### config.mk
export PLATFORM = sky130hd
export DESIGN_NAME = bus_controller
export DESIGN_NICKNAME = d
export VERILOG_FILES = /design/src/rtl/kfpcjr_bus_pkg.sv /design/src/rtl/bus_controller.sv
export SDC_FILE = /design/constraint.sdc
export NUM_CORES = 1
export LEC_CHECK = 0
export CAP_MARGIN = 20
export CORE_MARGIN = 3
export CORE_UTILIZATION = 51
export DETAILED_ROUTE_END_ITERATION = 10
export PLACE_DENSITY = 0.81
export SLEW_MARGIN = 0
export SYNTH_ARGS = -nofsm -noshare
export SYNTH_HDL_FRONTEND = slang
export SYNTH_SLANG_ARGS = --single-unit
### constraint.sdc
create_clock -name clock -period 2.08 [get_ports clock]
set_input_delay 0.312 -clock clock [delete_from_list [all_inputs] [get_ports clock]]
set_output_delay 0.312 -clock clock [all_outputs]
set_load 0.01 [all_outputs]
### src/rtl/kfpcjr_bus_pkg.sv
// Shared bus-controller types: CPU status codes, controller states and the
// status -> command decode used to pick which strobe a bus cycle drives.
package kfpcjr_bus_pkg;

  typedef enum logic [2:0] {
    BS_INTA    = 3'b000,
    BS_IOR     = 3'b001,
    BS_IOW     = 3'b010,
    BS_HALT    = 3'b011,
    BS_CODE    = 3'b100,
    BS_MRDC    = 3'b101,
    BS_MWTC    = 3'b110,
    BS_PASSIVE = 3'b111
  } bus_status_t;

  typedef enum logic [1:0] {
    ST_IDLE,
    ST_T1,
    ST_TC,
    ST_HALT
  } bus_state_t;

  // Active-high one-hot command set; outputs invert these.
  typedef struct packed {
    logic inta;
    logic iorc;
    logic iowc;
    logic mrdc;
    logic mwtc;
  } bus_cmd_t;

  function automatic bus_cmd_t decode_cmd(input bus_status_t s);
    bus_cmd_t c;
    c = '0;
    case (s)
      BS_INTA:          c.inta = 1'b1;
      BS_IOR:           c.iorc = 1'b1;
      BS_IOW:           c.iowc = 1'b1;
      BS_CODE, BS_MRDC: c.mrdc = 1'b1;
      BS_MWTC:          c.mwtc = 1'b1;
      default:          c = '0;
    endcase
    return c;
  endfunction

  function automatic logic is_write(input bus_status_t s);
    return (s == BS_IOW) || (s == BS_MWTC);
  endfunction

  function automatic logic is_io(input bus_status_t s);
    return (s == BS_INTA) || (s == BS_IOR) || (s == BS_IOW);
  endfunction

endpackage

### src/rtl/bus_controller.sv
// 8288-style bus controller. Tracks CPU status on CPU clock edge strobes and
// generates ALE, data transceiver controls and active-low bus commands.
// Ports:
//   clock, reset_n                     system clock, async active-low reset
//   cpu_clock_posedge/negedge          one-clock CPU clock edge strobes
//   S_N[2:0]                           CPU status (111 = passive)
//   AEN_N                              high = bus granted away, commands off
//   ALE, DT_R, DEN_N, IO_OR_M          latch/transceiver controls
//   MRDC_N, MWTC_N, IORC_N, IOWC_N, INTA_N   active-low commands
module bus_controller
  import kfpcjr_bus_pkg::*;
#(
  parameter bit ADVANCED_WRITE = 1'b0
) (
  input  logic       clock,
  input  logic       reset_n,
  input  logic       cpu_clock_posedge,
  input  logic       cpu_clock_negedge,
  input  logic [2:0] S_N,
  input  logic       AEN_N,
  output logic       ALE,
  output logic       DT_R,
  output logic       DEN_N,
  output logic       IO_OR_M,
  output logic       MRDC_N,
  output logic       MWTC_N,
  output logic       IORC_N,
  output logic       IOWC_N,
  output logic       INTA_N
);

  bus_state_t  state, state_nxt;
  bus_status_t status;
  bus_status_t cyc_type, cyc_type_nxt;
  logic        prev_passive, prev_passive_nxt;
  logic        ale_r, ale_nxt;
  logic        den_r, den_nxt;
  bus_cmd_t    cmd_r, cmd_nxt;
  bus_cmd_t    type_cmd;
  logic        dtr_nxt, io_nxt;
  logic        bus_en;

  assign status = bus_status_t'(S_N);
  assign bus_en = ~AEN_N;

  always_comb begin
    state_nxt        = state;
    cyc_type_nxt     = cyc_type;
    prev_passive_nxt = prev_passive;
    ale_nxt          = ale_r;
    den_nxt          = den_r;
    cmd_nxt          = cmd_r;
    dtr_nxt          = DT_R;
    io_nxt           = IO_OR_M;
    type_cmd         = decode_cmd(cyc_type);

    if (cpu_clock_posedge) begin
      // A cycle starts only on a passive -> active status transition, so a
      // status held across reset or across the end of TC cannot retrigger.
      prev_passive_nxt = (status == BS_PASSIVE);
      case (state)
        ST_IDLE: begin
          if (prev_passive) begin
            if (status == BS_HALT) begin
              state_nxt = ST_HALT;
            end else if (status != BS_PASSIVE) begin
              state_nxt    = ST_T1;
              cyc_type_nxt = status;
              ale_nxt      = 1'b1;
              dtr_nxt      = is_write(status);
              io_nxt       = is_io(status);
            end
          end
        end
        ST_T1: begin
          ale_nxt = 1'b0;
          if (status == BS_PASSIVE) begin
            state_nxt = ST_IDLE;
            cmd_nxt   = '0;
            dtr_nxt   = 1'b1;
            io_nxt    = 1'b0;
          end else begin
            state_nxt = ST_TC;
            cmd_nxt   = type_cmd;
            den_nxt   = 1'b1;
          end
        end
        ST_TC: begin
          if (status == BS_PASSIVE) begin
            state_nxt = ST_IDLE;
            cmd_nxt   = '0;
            den_nxt   = 1'b0;
            dtr_nxt   = 1'b1;
            io_nxt    = 1'b0;
          end
        end
        ST_HALT: begin
          if (status == BS_PASSIVE) state_nxt = ST_IDLE;
        end
        default: state_nxt = ST_IDLE;
      endcase
    end else if (cpu_clock_negedge && (state == ST_T1)) begin
      ale_nxt = 1'b0;
      if (ADVANCED_WRITE) begin
        cmd_nxt.iowc = type_cmd.iowc;
        cmd_nxt.mwtc = type_cmd.mwtc;
      end
    end
  end

  // Internal *_r registers track the cycle regardless of AEN_N; the output
  // registers are loaded from the same next values gated by the bus grant.
  always_ff @(posedge clock or negedge reset_n) begin
    if (!reset_n) begin
      state        <= ST_IDLE;
      cyc_type     <= BS_PASSIVE;
      prev_passive <= 1'b0;
      ale_r        <= 1'b0;
      den_r        <= 1'b0;
      cmd_r        <= '0;
      DT_R         <= 1'b1;
      IO_OR_M      <= 1'b0;
      ALE          <= 1'b0;
      DEN_N        <= 1'b1;
      MRDC_N       <= 1'b1;
      MWTC_N       <= 1'b1;
      IORC_N       <= 1'b1;
      IOWC_N       <= 1'b1;
      INTA_N       <= 1'b1;
    end else begin
      state        <= state_nxt;
      cyc_type     <= cyc_type_nxt;
      prev_passive <= prev_passive_nxt;
      ale_r        <= ale_nxt;
      den_r        <= den_nxt;
      cmd_r        <= cmd_nxt;
      DT_R         <= dtr_nxt;
      IO_OR_M      <= io_nxt;
      ALE          <= ale_nxt & bus_en;
      DEN_N        <= ~(den_nxt & bus_en);
      MRDC_N       <= ~(cmd_nxt.mrdc & bus_en);
      MWTC_N       <= ~(cmd_nxt.mwtc & bus_en);
      IORC_N       <= ~(cmd_nxt.iorc & bus_en);
      IOWC_N       <= ~(cmd_nxt.iowc & bus_en);
      INTA_N       <= ~(cmd_nxt.inta & bus_en);
    end
  end

endmodule
=== Yosys cells after proc, flatten, opt, wreduce, memory -nomap -nowiden ===
Cells that the tools add are included.

* Equal/unequal tests: 20
* Reduce and logical (&&, ||, !) cells: 14
* Bitwise logic cells: 15
* Multiplexer cells: 35

{| class="wikitable"
|+ Operators by type and width
! cell !! count
|-
| $mux 1 || 21
|-
| $eq 3x3->1 const B || 5
|-
| $mux 5 || 3
|-
| $mux 2 || 5
|-
| $pmux 5 s2 || 1
|-
| $eq 3x2->1 const B || 3
|-
| $not 1->1 || 8
|-
| $pmux 1 s2 || 4
|-
| $and 1x1->1 || 7
|-
| $eq 3x1->1 const B || 2
|-
| $logic_not 3->1 || 2
|-
| $ne 2x2->1 const B || 3
|-
| $ne 3x3->1 const B || 2
|-
| $pmux 2 s3 || 1
|-
| $reduce_and 6->1 || 1
|-
| $reduce_or 2->1 || 3
|-
| $reduce_and 5->1 || 1
|-
| $eq 2x2->1 const B || 2
|-
| $ne 2x1->1 const B || 2
|-
| $reduce_and 4->1 || 1
|-
| $logic_or 1x1->1 || 3
|-
| $eq 2x1->1 const B || 1
|-
| $logic_not 2->1 || 1
|-
| $reduce_bool 2->1 || 1
|-
| $logic_and 1x1->1 || 1
|}

* Output and inout port bits: 9
* Bits in registers: 22
* Word-level logic and storage cells: 103
* Input port bits: 8

=== Longest topological paths before layout ===
Gate-level depths: netlist (run 1).

* Word-level depth: 8
* Mapped depth: 6

=== Worst setup path after synthesis (run 1) ===
OpenSTA, ideal clock, no wires.

* Kind: flip-flop to flip-flop
* Start: register state[0]
* End: register cmd_r[2] (netlist bit)
* Required time: 1956 ps
* Stages on the path, launching flop included: 6
* Buffers on the path: 0
* Data arrival time: 1364 ps
* Path slack: 593 ps
* Path through: dfrtp_1 -> inv_1 -> ha_1 -> nand2_1 -> a21o_4 -> a22o_4

{| class="wikitable"
|+ RTL lines
! item !! line !! source
|-
| start, declared || bus_controller.sv:32 || <nowiki>bus_state_t state, state_nxt;</nowiki>
|-
| start signal, assigned || bus_controller.sv:131 || <nowiki>state <= state_nxt;</nowiki>
|-
| end signal, assigned || bus_controller.sv:136 || <nowiki>cmd_r <= cmd_nxt;</nowiki>
|-
| end, declared || bus_controller.sv:38 || <nowiki>bus_cmd_t cmd_r, cmd_nxt;</nowiki>
|}

==> results by group, run 1 <==
Synth
  • Post-synthesis sequential area ratio: 0.534
  • Yosys cell types: 35
  • Simple-gate share of the synthesized area: 0.173
  • Post-synthesis cell count: 86
  • Mapped Nets: 98
  • Synth area leaders: dfrtp_1, dfstp_2, ha_1
  • Main flop type after synthesis: dfrtp_1
  • Adder-Cell Fraction of Synth Area: 0.0474
  • Post-synthesis compound-gate area fraction: 0.180
  • Synth Area in XOR/XNOR: 0
  • Mux cell area share after synthesis: 0.0356
  • Mapped Area: 1050 um^2
  • Syn Area/Cell: 12.3 um^2
  • Number of enable flip-flop cells after synthesis: 0
  • Largest family of logic cells by synthesized area: compound AO/OA/AOI/OAI gates
  • Synth Register Bits: 22
  • Yosys warns: 0
  • Synth top area share: 0.285
  • Yosys top cell by area: dfrtp_1
  • Async SR Flop Fraction: 1.00

STA
  • Slew Viols, Final: 0
  • Clock skew: 0.00172 ns
  • Tmin final: 1.70 ns
  • Fin. Hold Viols: 0
  • Max Fclk: 0.587 GHz
  • RSZ-0062 raised after global routing: false
  • Final setup viols: 0
  • Setup_tns: 0 ns
  • Worst Tran Pin Value: 0.289 ns
  • Max-slew headroom at the worst pin: 0.807
  • Final worst slack: 0.375 ns
  • Fin Hold WS: 0.337 ns
  • Tcrit/Tclk final: 0.820

Power and ir drop
  • Lkg Pwr: 0.539 nW
  • Max VDD drop: 0.000771 V
  • Total power: 1.37 mW
  • Pwr dens: 1090 nW/um^2

Cells and area
  • N_diodes: 0
  • Finished Core Util: 0.685
  • Max reg flops: 5
  • Area of the multi-input gates: 460 um^2
  • Top Registers: cmd_r (5), cyc_type (3), state (2)
  • Share of cells above drive strength 1: 0.260
  • Area Overhead vs Synth: 19.5%
  • Nets: 118
  • FILL cells: 155
  • Largest Register: cmd_r
  • Register area: 563 um^2

Worst setup path
  • Critical path class: reg -> reg
  • Crit-path max cell delay: 0.42 ns
  • Worst Path Max Fanout: 5
  • WP buf/inv: 1
  • Slowest cell on crit path: dfrtp_1
  • Arrival time worst endpoint: 1.94 ns
  • Critical Path RT: 2.32 ns
  • Setup crit end kind: register
  • Startpoint types: register
  • Worst-path cell chain: inv_1 > ha_1 > nand2_1 > nor3_2 > a32o_1 > nand2b_1
  • Top delay family on crit path: simple AND/OR/NAND/NOR gates

CTS
  • Post-cts sizing count: 0
  • H-tree level count: 1
  • Cts bufs inserted: 3
  • Clk sinks: 22
  • Root Driver: clkbuf_4
  • Hold buffer count at cts: 0
  • Clock-pin slew on the worst setup and hold paths: 0.10 ns
  • Clk_lat worst skew: 0.30 ns
  • Post-CTS Setup Inserts: 0
  • Max clock buf depth: 2
  • CTS tree: done

GRT
  • Largest net degree at the start of global routing: 23
  • Gr usage total: 0.161
  • Vias in the first global route: 715
  • Initial antenna violation count: 0
  • Gr ovfl total: 0
  • First-pass GRT wire length: 3.23 mm

Placed design
  • Detailed Place HPWL: 1.41 mm
  • IO Port Bufs: 16
  • Gpl congestion: 0.821
  • DP Worst Slack: 0.279 ns

Floorplanning
  • FP Rows: 15
  • Core ar.: 1840 um^2
  • Die Y: 51.5 um
  • Initial core utilization: 0.573
  • DIE WIDTH: 51.5 um
  • Die ar.: 2650 um^2
  • Boundary Pins: 17

Drt
  • Detail Route Antenna Nets: 0
  • Vias per cell: 5.62
  • First-pass iteration count of the detailed router: 4
  • DRT iter0 DRCs: 23
  • WL/cell: 14.5 um
  • # DRC: 0
  • Routed vias: 725
  • Final WL: 1.88 mm

Hold path
  • Worst Hold Class: in -> async

Run status
  • Status: complete, no violations

Job
  • Maximum Capacitance Violations: 0
layout make-up:
cell class | count | area share
sequential | 22 | 0.447
inverter | 4 | 0.0119
multi-input combinational | 58 | 0.365
tap | 25 | 0.0248
timing repair buffer | 17 | 0.133
clock buffer | 3 | 0.0179
synth_stat cells (all sizes together), types with 2 or more instances:
| cell type | instances |
|---|---|
| a21o | 2 |
| a21oi | 4 |
| a22o | 2 |
| a32o | 4 |
| and3 | 2 |
| dfrtp | 12 |
| dfstp | 10 |
| ha | 4 |
| inv | 4 |
| mux2 | 3 |
| nand2 | 5 |
| nand2b | 7 |
| nand3 | 2 |
| nor2 | 2 |
| nor2b | 4 |
| o21ai | 5 |
cell families (layout without fill, tap and decap cells):
| kind of cell | Yosys count | after routing |
|---|---|---|
| adder cells (fa/ha/maj) | 4 | 4 |
| buffers and inverters | 6 | 24 |
| AO/OA/AOI/OAI | 23 | 23 |
| flip-flops | 22 | 22 |
| AND/OR/NAND/NOR | 28 | 28 |
| multiplexers | 3 | 3 |
per-stage QoR:
step	area, um^2	instances
after floorplan	1050	86
after global routing	1260	129
after CTS	1260	129
after global placement	1240	126
final	1260	129
after detailed placement	1240	126
layer usage:
| layer | track usage | share of wire | up-vias |
|---|---|---|---|
| li1 | - | - | 351 |
| met1 | 0.218 | 0.46 | 347 |
| met2 | 0.254 | 0.47 | 27 |
| met3 | 0.0612 | 0.068 | 0 |
| met4 | 0.0131 | 0 | 0 |
| met5 | 0 | 0 | - |
worst paths after layout:
kind / cells after the start / slack [ns] / to / start
setup / recovery: 6 / 0.38 / INTA_N$_DFF_PN1_ / state[0]$_DFFE_PN0P_
hold / removal: 2 / 0.34 / state[1]$_DFFE_PN0P_ / reset_n
setup reg to reg: 6 / 0.38 / INTA_N$_DFF_PN1_ / state[0]$_DFFE_PN0P_
hold reg to reg: 1 / 0.48 / ale_r$_DFF_PN0_ / ale_r$_DFF_PN0_
max in group asynchronous: 2 / 1.47 / DT_R$_DFFE_PN1P_ / reset_n
min in group clock: 1 / 0.48 / ale_r$_DFF_PN0_ / ale_r$_DFF_PN0_
where the power goes:
part           switching [mW]  internal (mW)  leakage (nW)
logic                   0.261          0.267         0.262
clock network           0.113         0.0675        0.0138
registers              0.0765          0.586         0.264
total                   0.451          0.921         0.539
cell usage in the layout (no fill, tap or decap), drive strengths merged, types with 2 or more instances in the layout:
cell type	instances
dfstp	10
dfrtp	12
a21o	2
nand2b	7
nor2	2
mux2	3
nand2	5
ha	4
a21oi	4
clkbuf	3
nand3	2
inv	4
nor2b	4
and3	2
clkdlybuf4s50	16
o21ai	5
a22o	2
a32o	4
Note: power is estimated with default switching activity, not from simulation.
==> run 2: changes to the inputs <==
CORE_UTILIZATION = 46   (was 51)
PLACE_DENSITY = 0.77   (was 0.81)
clock period = 1.43 ns   (was 2.08 ns; I/O delays follow)
==> run 2 against run 1 <==
The run now ends with negative setup slack left. Core utilization rose by 3.2 points. Count of clock-buffer cells in the layout did not move. Setup slack got worse by 0.39 ns. Die area rose by 9.6%. Register-to-register slack got worse by 0.39 ns. First-iteration DRC count fell by 13%. Sequential share of layout area fell by 6.5 points. Sequential cell count did not move. Highest routed layer is now met4.
==> results by group, run 2 (same netlist as run 1, synthesis figures left out) <==
Cells and area
  • Nets: 133 (was 118)
  • Area of the multi-input gates: 533 um^2 (was 460 um^2)
  • Top Registers: cmd_r (5), cyc_type (3), state (2) (unchanged)
  • Commonest cells after routing, fill and taps aside: buf_4, dfrtp_1, dfstp_2, dlygate4sd2_1, clkdlybuf4s50_1 (was clkdlybuf4s50_1, dfrtp_1, dfstp_2)
  • Area Overhead vs Synth: 40.1% (was 19.5%)
  • Max reg flops: 5 (unchanged)
  • Largest Register: cmd_r (unchanged)
  • N_diodes: 0 (unchanged)
  • FILL cells: 140 (was 155)
  • Final Non-Filler Cells: 147 (was 129)
  • Register area: 564 um^2 (was 563 um^2)
  • Commonest non-fill, non-tap cell in the layout: buf_4 (was clkdlybuf4s50_1)
  • Share of cells above drive strength 1: 0.475 (was 0.260)

Drt
  • Detail Route Antenna Nets: 0 (unchanged)
  • First-pass iteration count of the detailed router: 4 (unchanged)
  • Final WL: 2.15 mm (was 1.88 mm)
  • # DRC: 0 (unchanged)
  • Routed vias: 789 (was 725)
  • DRT iter0 DRCs: 20 (was 23)
  • Vias per cell: 5.37 (was 5.62)
  • WL/cell: 14.6 um (was 14.5 um)

Floorplanning
  • Die Y: 53.9 um (was 51.5 um)
  • DIE WIDTH: 53.9 um (was 51.5 um)
  • Initial core utilization: 0.512 (was 0.573)
  • Boundary Pins: 17 (unchanged)
  • FP Rows: 16 (was 15)
  • Die ar.: 2900 um^2 (was 2650 um^2)
  • Core ar.: 2060 um^2 (was 1840 um^2)

Power and ir drop
  • Pwr dens: 1690 nW/um^2 (was 1090 nW/um^2)
  • Lkg Pwr: 0.656 nW (was 0.539 nW)
  • Max VDD drop: 0.00123 V (was 0.000771 V)

Worst setup path
  • Worst Path Max Fanout: 4 (was 5)
  • Critical path class: reg -> reg (unchanged)
  • Startpoint types: register (unchanged)
  • Setup crit end kind: register (unchanged)
  • Arrival time worst endpoint: 1.64 ns (was 1.94 ns)
  • Critical Path RT: 1.63 ns (was 2.32 ns)

GRT
  • Vias in the first global route: 792 (was 715)
  • First-pass GRT wire length: 3.56 mm (was 3.23 mm)
  • Gr usage total: 0.170 (was 0.161)
  • Gr ovfl total: 0 (unchanged)
  • Largest net degree at the start of global routing: 23 (unchanged)
  • Initial antenna violation count: 0 (unchanged)

STA
  • Final worst slack: -0.0112 ns (was 0.375 ns)
  • Slew Viols, Final: 0 (unchanged)
  • Fin. Hold Viols: 0 (unchanged)
  • Worst Tran Pin Value: 0.276 ns (was 0.289 ns)
  • Final setup viols: 2 (was 0)
  • Clock skew: 0.00302 ns (was 0.00172 ns)
  • Tmin final: 1.44 ns (was 1.70 ns)
  • Tcrit/Tclk final: 1.01 (was 0.820)
  • Max-slew headroom at the worst pin: 0.815 (was 0.807)
  • RSZ-0062 raised after global routing: true (was false)
  • Max Fclk: 0.694 GHz (was 0.587 GHz)

Placed design
  • IO Port Bufs: 16 (unchanged)
  • Gpl congestion: 0.773 (was 0.821)
  • Detailed Place HPWL: 1.54 mm (was 1.41 mm)
  • Cells after DPL: 138 (was 126)
  • DP Worst Slack: -0.215 ns (was 0.279 ns)

Run status
  • Status: finished with violations (was complete, no violations)
  • Violated checks: negative setup slack

CTS
  • Clock-pin slew on the worst setup and hold paths: 0.12 ns (was 0.10 ns)
  • H-tree level count: 1 (unchanged)
  • Cts bufs inserted: 3 (unchanged)
  • CTS tree: done (unchanged)
  • Max clock buf depth: 2 (unchanged)
  • Clk_lat worst skew: 0.31 ns (was 0.30 ns)
  • Root Driver: clkbuf_4 (unchanged)
  • Hold buffer count at cts: 0 (unchanged)
  • Clk sinks: 22 (unchanged)

Job
  • Maximum Capacitance Violations: 0 (unchanged)

Hold path
  • Worst Hold Class: in -> async (unchanged)
run 2: cell types whose count changed in the layout (fill, tap and decap cells not counted), moves of 2 or more:
cell	before	now
dlygate4sd2_1	0	8
ha_1	4	1
ha_4	0	2
a32o_2	0	2
a32o_1	4	2
clkdlybuf4s50_1	16	7
buf_4	1	15
inv_1	4	2
run 2: worst paths after layout:
kind	startpoint	to	slack, ns	depth (start not counted)
setup reg to reg	state[1]$_DFFE_PN0P_	state[1]$_DFFE_PN0P_	-0.01	6
setup / recovery	state[1]$_DFFE_PN0P_	state[1]$_DFFE_PN0P_	-0.01	6
min in group clock	ale_r$_DFF_PN0_	ale_r$_DFF_PN0_	0.49	1
max in group asynchronous	reset_n	DT_R$_DFFE_PN1P_	0.92	2
hold / removal	reset_n	cmd_r[4]$_DFF_PN0_	0.23	2
hold reg to reg	ale_r$_DFF_PN0_	ale_r$_DFF_PN0_	0.49	1
run 2: per-stage QoR:
step / util / power (mW) / TNS (ns) / hold slack, ns / area (um^2)
floorplan: - / 1.51 / 0 / -0.0811 / 1070
global placement: 0.645 / 1.82 / -1.97 / 0.454 / 1330
detailed placement: 0.645 / 1.86 / -2.56 / 0.468 / 1330
CTS: 0.688 / 2.38 / -0.0283 / 0.255 / 1420
global route: 0.717 / 2.67 / -0.754 / 0.246 / 1480
finish: 0.717 / 2.50 / -0.0124 / 0.233 / 1480
run 2: per-layer routing:
metal  share of wire  GRT usage  wire length [um]  up-vias
met1            0.44      0.234               952      390
met3           0.043     0.0194                93        2
li1                -          -                 -      377
met2            0.51      0.276              1090       20
met4          0.0056     0.0596                12        0
met5               0          0                 0        -
run 2: power breakdown:
part	total, mW	internal [mW]	switching [mW]
sequential	0.970	0.854	0.116
clock	0.477	0.283	0.193
combinational	1.05	0.566	0.487
run 2: what timing repair did:
item / 4_1_cts / 5_1_grt
setup buffers: 3 / 2
gates resized for setup: 13 / 14
gates cloned: 0 / 0
endpoints found under the setup margin: 22 / 17
pin swaps: 6 / 6
hold endpoints to repair: 0 / 0
run 2: critical path: stages, from the launching register on:
cell and delay [ns]:
dfrtp_1 0.43, buf_6 0.14, ha_1 0.21, nor2_2 0.15, o21ai_0 0.12, o21ai_0 0.19, o31ai_1 0.10
run 2: area by class of cell:
cell class / instances / share of cell area
flip-flops and latches: 22 / 0.382
multi-input cells: 58 / 0.361
repair buffers: 32 / 0.187
well taps: 27 / 0.0229
clock inverters: 1 / 0.0203
clock buffers: 3 / 0.0152
inverters: 4 / 0.0119
